==> src/rtl/mips_fetch_queue.sv <==
// Instruction prefetch queue: owns the fetch PC, issues sequential word fetches over req/ack,
// and buffers {pc, word} pairs for decode. A pipeline redirect flushes the queue and restarts fetch.
module mips_fetch_queue #(
  parameter int          DEPTH    = 4,
  parameter logic [31:0] RESET_PC = 32'h0000_0000
) (
  input  logic                     clk,
  input  logic                     rst,
  input  logic                     redirect_valid,
  input  logic [31:0]              redirect_pc,
  output logic                     imem_req,
  output logic [31:0]              imem_addr,
  input  logic                     imem_ack,
  input  logic [31:0]              imem_rdata,
  output logic                     inst_valid,
  input  logic                     inst_ready,
  output logic [31:0]              inst_out,
  output logic [31:0]              inst_pc,
  output logic [31:0]              inst_pc_plus4,
  output logic [$clog2(DEPTH):0]   occupancy
);

  localparam int          AW       = $clog2(DEPTH);
  localparam logic [AW:0] LP_DEPTH = (AW+1)'(DEPTH);

  typedef enum logic [1:0] {
    S_IDLE  = 2'd0,
    S_REQ   = 2'd1,
    S_DRAIN = 2'd2
  } state_t;

  state_t        r_state;
  state_t        w_state_next;
  logic [31:0]   r_fetch_pc;
  logic [31:0]   w_fetch_pc_next;
  logic [31:0]   r_addr;
  logic [31:0]   w_addr_next;
  logic [AW-1:0] r_rd_ptr;
  logic [AW-1:0] r_wr_ptr;
  logic [AW:0]   r_count;
  logic [AW:0]   w_count_next;
  logic [31:0]   r_mem_data [DEPTH];
  logic [31:0]   r_mem_pc   [DEPTH];

  logic          w_push;
  logic          w_pop;
  logic          w_space;
  logic          w_empty;
  logic [31:0]   w_redirect_target;
  logic [31:0]   w_head_data;
  logic [31:0]   w_head_pc;

  assign w_redirect_target = redirect_pc & 32'hFFFF_FFFC;
  assign w_empty           = (r_count == '0);

  // Redirect outranks both queue operations: the acked word and the pop are both squashed.
  assign w_push       = (r_state == S_REQ) && imem_ack && !redirect_valid;
  assign w_pop        = inst_ready && !w_empty && !redirect_valid;
  assign w_count_next = r_count + {{AW{1'b0}}, w_push} - {{AW{1'b0}}, w_pop};
  // A new request is only launched when its word is sure to find a slot.
  assign w_space      = (w_count_next < LP_DEPTH);

  always_comb begin
    w_state_next    = r_state;
    w_fetch_pc_next = r_fetch_pc;

    if (redirect_valid) begin
      w_fetch_pc_next = w_redirect_target;
    end else if (w_push) begin
      w_fetch_pc_next = r_fetch_pc + 32'd4;
    end

    case (r_state)
      S_IDLE: begin
        if (redirect_valid || w_space) begin
          w_state_next = S_REQ;
        end
      end
      S_REQ: begin
        if (redirect_valid) begin
          w_state_next = imem_ack ? S_REQ : S_DRAIN;
        end else if (imem_ack) begin
          w_state_next = w_space ? S_REQ : S_IDLE;
        end
      end
      S_DRAIN: begin
        if (imem_ack) begin
          w_state_next = S_REQ;
        end
      end
      default: w_state_next = S_IDLE;
    endcase

    // The squashed request keeps its address until memory acks it.
    w_addr_next = (w_state_next == S_DRAIN) ? r_addr : w_fetch_pc_next;
  end

  always_ff @(posedge clk) begin
    if (rst) begin
      r_state    <= S_IDLE;
      r_fetch_pc <= RESET_PC;
      r_addr     <= RESET_PC;
      r_rd_ptr   <= '0;
      r_wr_ptr   <= '0;
      r_count    <= '0;
    end else begin
      r_state    <= w_state_next;
      r_fetch_pc <= w_fetch_pc_next;
      r_addr     <= w_addr_next;
      if (redirect_valid) begin
        r_rd_ptr <= '0;
        r_wr_ptr <= '0;
        r_count  <= '0;
      end else begin
        if (w_push) begin
          r_wr_ptr <= r_wr_ptr + 1'b1;
        end
        if (w_pop) begin
          r_rd_ptr <= r_rd_ptr + 1'b1;
        end
        r_count <= w_count_next;
      end
    end
  end

  always_ff @(posedge clk) begin
    if (w_push) begin
      r_mem_data[r_wr_ptr] <= imem_rdata;
      r_mem_pc[r_wr_ptr]   <= r_fetch_pc;
    end
  end

  assign w_head_data = r_mem_data[r_rd_ptr];
  assign w_head_pc   = r_mem_pc[r_rd_ptr];

  assign imem_req      = (r_state != S_IDLE);
  assign imem_addr     = r_addr;
  assign inst_valid    = !w_empty;
  assign inst_out      = w_empty ? 32'h0 : w_head_data;
  assign inst_pc       = w_empty ? 32'h0 : w_head_pc;
  assign inst_pc_plus4 = w_empty ? 32'h0 : (w_head_pc + 32'd4);
  assign occupancy     = r_count;

endmodule

==> config.mk <==
export PLATFORM = sky130hd
export DESIGN_NAME = mips_fetch_queue
export DESIGN_NICKNAME = d
export VERILOG_FILES = /design/src/rtl/mips_fetch_queue.sv
export SDC_FILE = /design/constraint.sdc
export NUM_CORES = 1
export LEC_CHECK = 0
export CORE_MARGIN = 2
export CORE_UTILIZATION = 47
export DETAILED_ROUTE_END_ITERATION = 6
export PLACE_DENSITY = 0.72
export SETUP_SLACK_MARGIN = 0.05
export SKIP_CTS_REPAIR_TIMING = 1
export SYNTH_ARGS = -nofsm -noshare
export SYNTH_HDL_FRONTEND = slang
export SYNTH_SLANG_ARGS = --single-unit
==> constraint.sdc <==
create_clock -name clk -period 4.5 [get_ports clk]
set_input_delay 0.675 -clock clk [delete_from_list [all_inputs] [get_ports clk]]
set_output_delay 0.675 -clock clk [all_outputs]
set_load 0.01 [all_outputs]
---- Word-level counts from Yosys, hierarchy flattened ----
Memories as Yosys holds them, arrays and structs flattened. A register that Yosys moved wholly into a read port is not among the register bits.
Index checks and enable logic that the tools add are counted.
operators by class
  add/sub/neg operators ................... 6
  order comparisons ....................... 1
  eq/ne operators ......................... 3
  muxes and demuxes ....................... 18
  reduce and logical (&&, ||, !) cells .... 11
operators with widths
  cell                                           count
  two-way mux 32 bit                             5
  adder 32 x 3 -> 32 bit, second input constant  2
  two-way mux 2 bit                              9
  one-hot mux 2 bit (3 select lines)             1
  adder 2 x 1 -> 2 bit, second input constant    2
  == test 2 bit, second input constant           2
  logical AND 1 bit                              4
  adder 3 x 1 -> 3 bit                           1
  logical NOT 3 bit                              1
  < comparator 3 bit, second input constant      1
  two-way mux 1 bit                              3
  subtractor 3 x 1 -> 3 bit                      1
  == test 2 x 1 -> 1 bit, second input constant  1
  logical NOT 1 bit                              2
  logical NOT 2 bit                              1
  nonzero test 2 bit                             1
  OR reduction 2 bit                             1
  logical OR 1 bit                               1
word-level totals
  bits in registers ....................... 73
  bits in writable memories ............... 256
  input bits .............................. 69
  output and inout port bits .............. 133
  logic and storage cells ................. 47
  memories ................................ 2
memory list
  memory      depth  width  read ports  clocked after memory_dff  write ports  line  source
  r_mem_data  4      32     1           1                         1            42    logic [31:0] r_mem_data [DEPTH];
  r_mem_pc    4      32     1           1                         1            43    logic [31:0] r_mem_pc [DEPTH];

---- Logic depth before layout (Yosys ltp) ----
Gate-level depths: netlist of run 1.
  depth in word-level cells ............... 11
  gate-level depth with buffers ........... 15
  gate-level depth less buffers ........... 13

---- Least setup slack after synthesis of run 1 ----
No wires, ideal clock.
  path kind ............................... input to register
  from .................................... in imem_ack
  to ...................................... mem r_mem_data[0][0], enable pin
  setup time .............................. 0.429 ns
  arrival time ............................ 2.956 ns
  data required time ...................... 4.071 ns
  setup slack ............................. 1.115 ns
  cell stages on the path ................. 4
  buffers on the path ..................... 2
  cells stage by stage .................... and3b_1 buf_4 clkbuf_1 and3_1
on the way
  word-level cells in the longest chain between the ends .. 4
ends and longest elaborated chain
  what                                     line  source
  from (decl)                              13    input logic imem_ack,
  logical AND 1 bit (2 in series)          57    assign w_push = (r_state == S_REQ) && imem_ack && !redirect_valid;
  two-way mux 1 bit                        127   if (w_push) begin
  two-way mux 1 bit (not written as such)  128   r_mem_data[r_wr_ptr] <= imem_rdata;
  to (decl)                                42
Every way passes these cells.

==> results of run 1 <==
==> report_power, final <==
part           total, mW  leakage [nW]  switching [mW]  internal, mW
combinational      0.409          2.33           0.201         0.207
clock               2.81         0.563            1.11          1.70
sequential          3.41          2.94          0.0574          3.36
total               6.63          5.84            1.37          5.26
==> worst min-delay path, delay by kind of cell (launching register included) <==
family / cells / cell delay (ns)
compound gates: 1 / 0.05
flops: 1 / 0.31
simple gates: 1 / 0.05
==> synthesized netlist by cell type, types with 4 or more instances <==
| master | number |
|---|---|
| o22a_1 | 5 |
| a21oi_1 | 21 |
| nor2_1 | 86 |
| nor3_1 | 19 |
| mux4_2 | 50 |
| nand4_4 | 4 |
| mux4_1 | 14 |
| buf_4 | 7 |
| and2_1 | 77 |
| clkbuf_1 | 33 |
| buf_2 | 5 |
| or3_1 | 4 |
| ha_1 | 8 |
| nand4_1 | 12 |
| dfxtp_1 | 75 |
| edfxtp_1 | 256 |
| xnor2_1 | 16 |
| nand2_1 | 48 |
| nor4_1 | 10 |
| mux2i_1 | 7 |
| nand3_1 | 33 |
| o41ai_1 | 6 |
| inv_1 | 12 |
| and3_1 | 10 |
| xor2_1 | 40 |
| o21ai_0 | 9 |
==> per-layer routing <==
| layer | GRT usage | vias to the layer above | share of wire |
|---|---|---|---|
| met4 | 0.0482 | 2 | 0.018 |
| met5 | 0 | - | 0.00030 |
| li1 | - | 3886 | - |
| met3 | 0.0353 | 44 | 0.061 |
| met2 | 0.309 | 279 | 0.46 |
| met1 | 0.288 | 4084 | 0.46 |
==> stage by stage <==
step            util  power (mW)  cell area (sq um)  instances
2_1_floorplan      -        3.66              13900        925
3_3_place_gp   0.554        3.88              16300       1477
3_5_place_dp   0.554        3.88              16300       1477
4_1_cts        0.592        6.69              17400       1538
5_1_grt        0.593        6.86              17400       1538
6_report       0.593        6.63              17400       1538
==> placed cells by master (no fill, tap or decap), drive strengths merged, types with 9 or more instances in the layout <==
master,instances
and2,78
nor2,87
o21ai,9
nand4,18
xnor2,16
clkbuf,43
edfxtp,256
buf,15
nand2,49
mux4,64
clkinv,13
and3,10
inv,14
nor4,12
clkdlybuf4s50,199
nand3,34
xor2,40
dfxtp,75
a21oi,21
nor3,22
==> kinds of logic after synthesis <==
kind of cell	share of synthesized area
compound gates	0.0305
xor+xnor	0.0352
fa+ha+maj	0.00862
buf+inv	0.0233
flops	0.660
mux	0.113
simple gates	0.130
==> registers in the layout (all words and copies together) (netlist names), named ones only <==
| register | count |
|---|---|
| r_fetch_pc | 32 |
| r_state | 2 |
| r_wr_ptr | 2 |
| r_rd_ptr | 2 |
| r_mem_pc | 128 |
| occupancy | 3 |
| imem_addr | 32 |
| r_mem_data | 128 |
==> final cells by class <==
class                   count  area, sq um
flip-flops and latches    331         9190
inverters                  13         48.8
clock buffers              43          968
multi-input cells         529         4450
fillers                  2230        12000
repair buffers            214         2110
clock inverters            18          168
well taps                 390          488
==> worst max-delay path by stage <==
stage               startpoint                end  slack (ns)  cells past startpoint
CTS                       flop  inst_pc_plus4[31]        0.20                      8
global route              flop  inst_pc_plus4[17]        0.06                      8
floorplan             imem_ack   r_mem_data[0][0]        1.11                      4
detailed placement        flop  inst_pc_plus4[31]        0.77                      8
finish                    flop  inst_pc_plus4[31]        0.27                      8
global placement          flop  inst_pc_plus4[31]        0.78                      8
==> impl_metrics.json, run 1 <==
{
  "cts-htree-levels": 2,
  "grt_max_degree": 67,
  "slowest_delay_ns": 0.60,
  "min_path_type": "reg -> reg",
  "crit_top_cell": "nor2_1",
  "cp.arrival_ns": 3.56,
  "holdWs_ns": 0.467,
  "synth_edf_count": 256,
  "vias": 8295,
  "finClkSkew_ns": 0.0213,
  "ys.flop_type": "edfxtp_1",
  "critical_path_peak_fanout": 25,
  "status": "complete, no violations",
  "crit_chain": "buf_4, mux4_1, nand4_4, nor2_1, nand4_1, xor2_1, nor2_1, clkdlybuf4s50_1",
  "fin_setup_tns_ns": 0,
  "rrSetupSlack_ns": 1.30,
  "clockRootBuffer": "clkbuf_16",
  "start_util": 0.474,
  "post-route-min-period_ns": 4.23,
  "antenna_found_initial": 1,
  "cts.clk_slew.worst_paths_ns": 0.06,
  "overflow": 0,
  "clock_path_buffers": 3,
  "cts_tree": "yes",
  "fp.dieH_um": 176,
  "drc": 0,
  "nets": 1201,
  "yosysTopAreaCell": "edfxtp_1",
  "fmax_ghz": 0.236,
  "initialDrtViolationCount": 651,
  "core_area_sq_um": 29400,
  "grt_pass1_wl_um": 47400,
  "insertion_delay_ns": 0.51,
  "setup_ws_ns": 0.268,
  "routedWlPerCell_um": 19.8,
  "finalCritPeriodShare": 0.941,
  "rows": 63,
  "hold_viol_final": 0,
  "rsz0062_at_grt": "no",
  "dieArea_sq_um": 31000,
  "critPathBufInv": 2,
  "finalWeightedCongestion": 0.793,
  "grt_use_total": 0.197,
  "dr.pass1.iters": 7,
  "grt_pass1_vias": 8457,
  "area_delta_synth_final_pct": 25.1,
  "tritoncts_num_sinks": 331,
  "slowest_stage": "clkdlybuf4s50_1",
  "worstHoldStart": "imem_addr[15]",
  "syn_inst": 925,
  "p_leak_nw": 5.84,
  "place_ws_ns": 0.765,
  "routed_wl_um": 30400,
  "rr_endpoint": "r_state[0]",
  "p_per_area_nw_per_um2": 381,
  "max_cap_viol_count": 0,
  "yosysTopAreaCellShare": 0.552,
  "diodes": 0,
  "cp-end-kind": "primary output",
  "die_w_um": 176,
  "synth-seq-area-share": 0.660,
  "yosys_warnings": 0,
  "slew_headroom": 0.312,
  "cts_inserted_buffers": 34,
  "max-vdd-ir-drop_v": 0.000243,
  "synthTopCellsByArea": "edfxtp_1 55%, dfxtp_1 11%, mux4_2 8.1%",
  "rr_startpoint": "occupancy[2]",
  "syn_area_sq_um": 13900,
  "cp-start-kind": "flop",
  "ios": 202,
  "hold_end": "imem_addr[15]",
  "ys_ff_latch": 331,
  "hpwlAfterDp_um": 19100,
  "synth-async-reset-ratio": 0,
  "synth.distinct_cells": 61,
  "finalSetupViolCount": 0,
  "r2r_cells": 14,
  "syn_nets": 1003,
  "drtAntennaViolNets": 0,
  "synth.avg_cell_area_sq_um": 15.1,
  "numPortBuffers": 199,
  "drive_gt1_frac": 0.126,
  "worstSetupPathType": "reg -> out",
  "worstMarginPinSlew_ns": 1.03,
  "maxSlewViolCount": 0,
  "viasPerCell": 5.39,
  "critPathRequiredTime_ns": 3.83,
  "hold-path-cell-count": 2,
  "cp_top_family": "buffers and inverters"
}
(Power assumes the default switching activity.)
==> inputs of run 2 (changes only) <==
- CORE_UTILIZATION: 47 -> 54
- PLACE_DENSITY: 0.72 -> 0.8
==> run 2 against run 1 <==
Compared with the run above:
- global-route usage up 3.0 points
- clock skew rose by 0.0055 ns
- register-to-register slack worse by 0.34 ns
- critical endpoint unchanged
- via count is 2.2% higher
- critical path type unchanged
- clock power decreased by 3%
==> impl_metrics.json, run 2 (synthesis gave the netlist of run 1 again) <==
{
  "grt_use_total": 0.226,
  "die_w_um": 165,
  "final_cells": 1480,
  "routed_wl_um": 30300,
  "drive_gt1_frac": 0.129,
  "final_cell_mix": "256 x edfxtp_1, 199 x clkdlybuf4s50_1, 86 x nor2_1",
  "slew_headroom": 0.407,
  "p_leak_nw": 5.84,
  "cts_inserted_buffers": 34,
  "nets": 1205,
  "cp-start-kind": "flop",
  "final_common_cell": "edfxtp_1",
  "worstMarginPinSlew_ns": 0.890,
  "rows": 58,
  "slowest_delay_ns": 0.60,
  "r2r_cells": 14,
  "rr_startpoint": "occupancy[2]",
  "clockRootBuffer": "clkbuf_16",
  "crit_chain": "mux4_1, nand3_2, nor4_1, nand4_1, xor2_1, nor2_1, clkdlybuf4s50_1",
  "dieArea_sq_um": 27100,
  "hold_viol_final": 0,
  "finalWeightedCongestion": 0.799,
  "drtAntennaViolNets": 0,
  "rrSetupSlack_ns": 0.96,
  "initialDrtViolationCount": 776,
  "maxSlewViolCount": 0,
  "slowest_stage": "dfxtp_4",
  "dr.pass1.iters": 5,
  "worstSetupPathType": "reg -> out",
  "antenna_found_initial": 1,
  "max_cap_viol_count": 0,
  "core_area_sq_um": 25300,
  "clock_path_buffers": 3,
  "cp.arrival_ns": 3.49,
  "cts-htree-levels": 2,
  "critPathRequiredTime_ns": 3.83,
  "p_per_area_nw_per_um2": 377,
  "cts.clk_slew.worst_paths_ns": 0.06,
  "hold-path-cell-count": 2,
  "grt_max_degree": 54,
  "critical_path_peak_fanout": 21,
  "finalCritPeriodShare": 0.926,
  "cts_tree": "yes",
  "ios": 202,
  "status": "complete, no violations",
  "grt_pass1_vias": 8445,
  "max-vdd-ir-drop_v": 0.000237,
  "drc": 0,
  "hpwlAfterDp_um": 19800,
  "insertion_delay_ns": 0.51,
  "finClkSkew_ns": 0.0268,
  "cp-end-kind": "primary output",
  "post-route-min-period_ns": 4.17,
  "overflow": 0,
  "viasPerCell": 5.73,
  "vias": 8474,
  "min_path_type": "reg -> reg",
  "routedWlPerCell_um": 20.4,
  "start_util": 0.552,
  "numPortBuffers": 199,
  "rr_endpoint": "r_state[0]",
  "fp.dieH_um": 165,
  "area_delta_synth_final_pct": 24.6,
  "final_util": 0.687,
  "worstHoldStart": "imem_addr[12]",
  "tritoncts_num_sinks": 331,
  "rsz0062_at_grt": "no",
  "grt_pass1_wl_um": 47000,
  "finalSetupViolCount": 0,
  "hold_end": "imem_addr[12]",
  "diodes": 0,
  "reg_top3": "r_mem_data x128, r_mem_pc x128",
  "fin_setup_tns_ns": 0,
  "placedCellCount": 1421,
  "fmax_ghz": 0.240
}
==> run 2: cell types whose count changed in the layout (fill, tap and decap cells not counted), sizes merged <==
cell,change
buf,+4
bufinv,-1
clkinv,-1
clkinvlp,+1
inv,-1
==> run 2: per-layer routing <==
layer  track usage  wire, um  vias up
li1              -         -     3894
met1         0.308     12800     4159
met2         0.371     14100      373
met3        0.0560      2710       48
met4        0.0561       621        0
met5             0         0        -
==> run 2: where the power goes <==
group	internal (mW)	switching [mW]	total (mW)	leakage, nW
logic	0.210	0.202	0.412	2.37
registers	3.36	0.0569	3.41	2.94
clock network	1.62	1.10	2.72	0.533
total	5.18	1.36	6.54	5.84
==> run 2: worst max-delay path, delay by kind of cell, from the launching register on <==
kind,cells,cell delay [ns]
simple gates,4,1.16
flops,1,0.60
buf+inv,1,0.59
mux,1,0.44
xor+xnor,1,0.18
==> run 2: layout make-up <==
type,instances,area (sq um)
Fill cell,1709,7900
Tap cell,330,413
Sequential cell,331,9200
Inverter,13,48.8
Clock inverter,16,135
Clock buffer,43,956
Multi-Input combinational cell,529,4430
Timing Repair Buffer,218,2180
==> run 2: how the worst max path moves through the flow <==
stage                     startpoint                 to  cells past startpoint
after global routing            flop  inst_pc_plus4[30]                      8
final                           flop  inst_pc_plus4[31]                      7
after CTS                       flop  inst_pc_plus4[31]                      8
after detailed placement        flop  inst_pc_plus4[31]                      8
after floorplan             imem_ack   r_mem_data[0][0]                      4
after global placement          flop  inst_pc_plus4[27]                      8
==> run 2: per-stage QoR <==
stage          total power, mW  hold slack (ns)  setup slack, ns  cell area [sq um]
2_1_floorplan             3.66            0.452             1.11              13900
3_3_place_gp              3.87            0.448            0.750              16300
3_5_place_dp              3.89            0.445            0.698              16300
4_1_cts                   6.59            0.464            0.147              17400
5_1_grt                   6.75            0.474           0.0873              17400
6_report                  6.54            0.465            0.332              17400
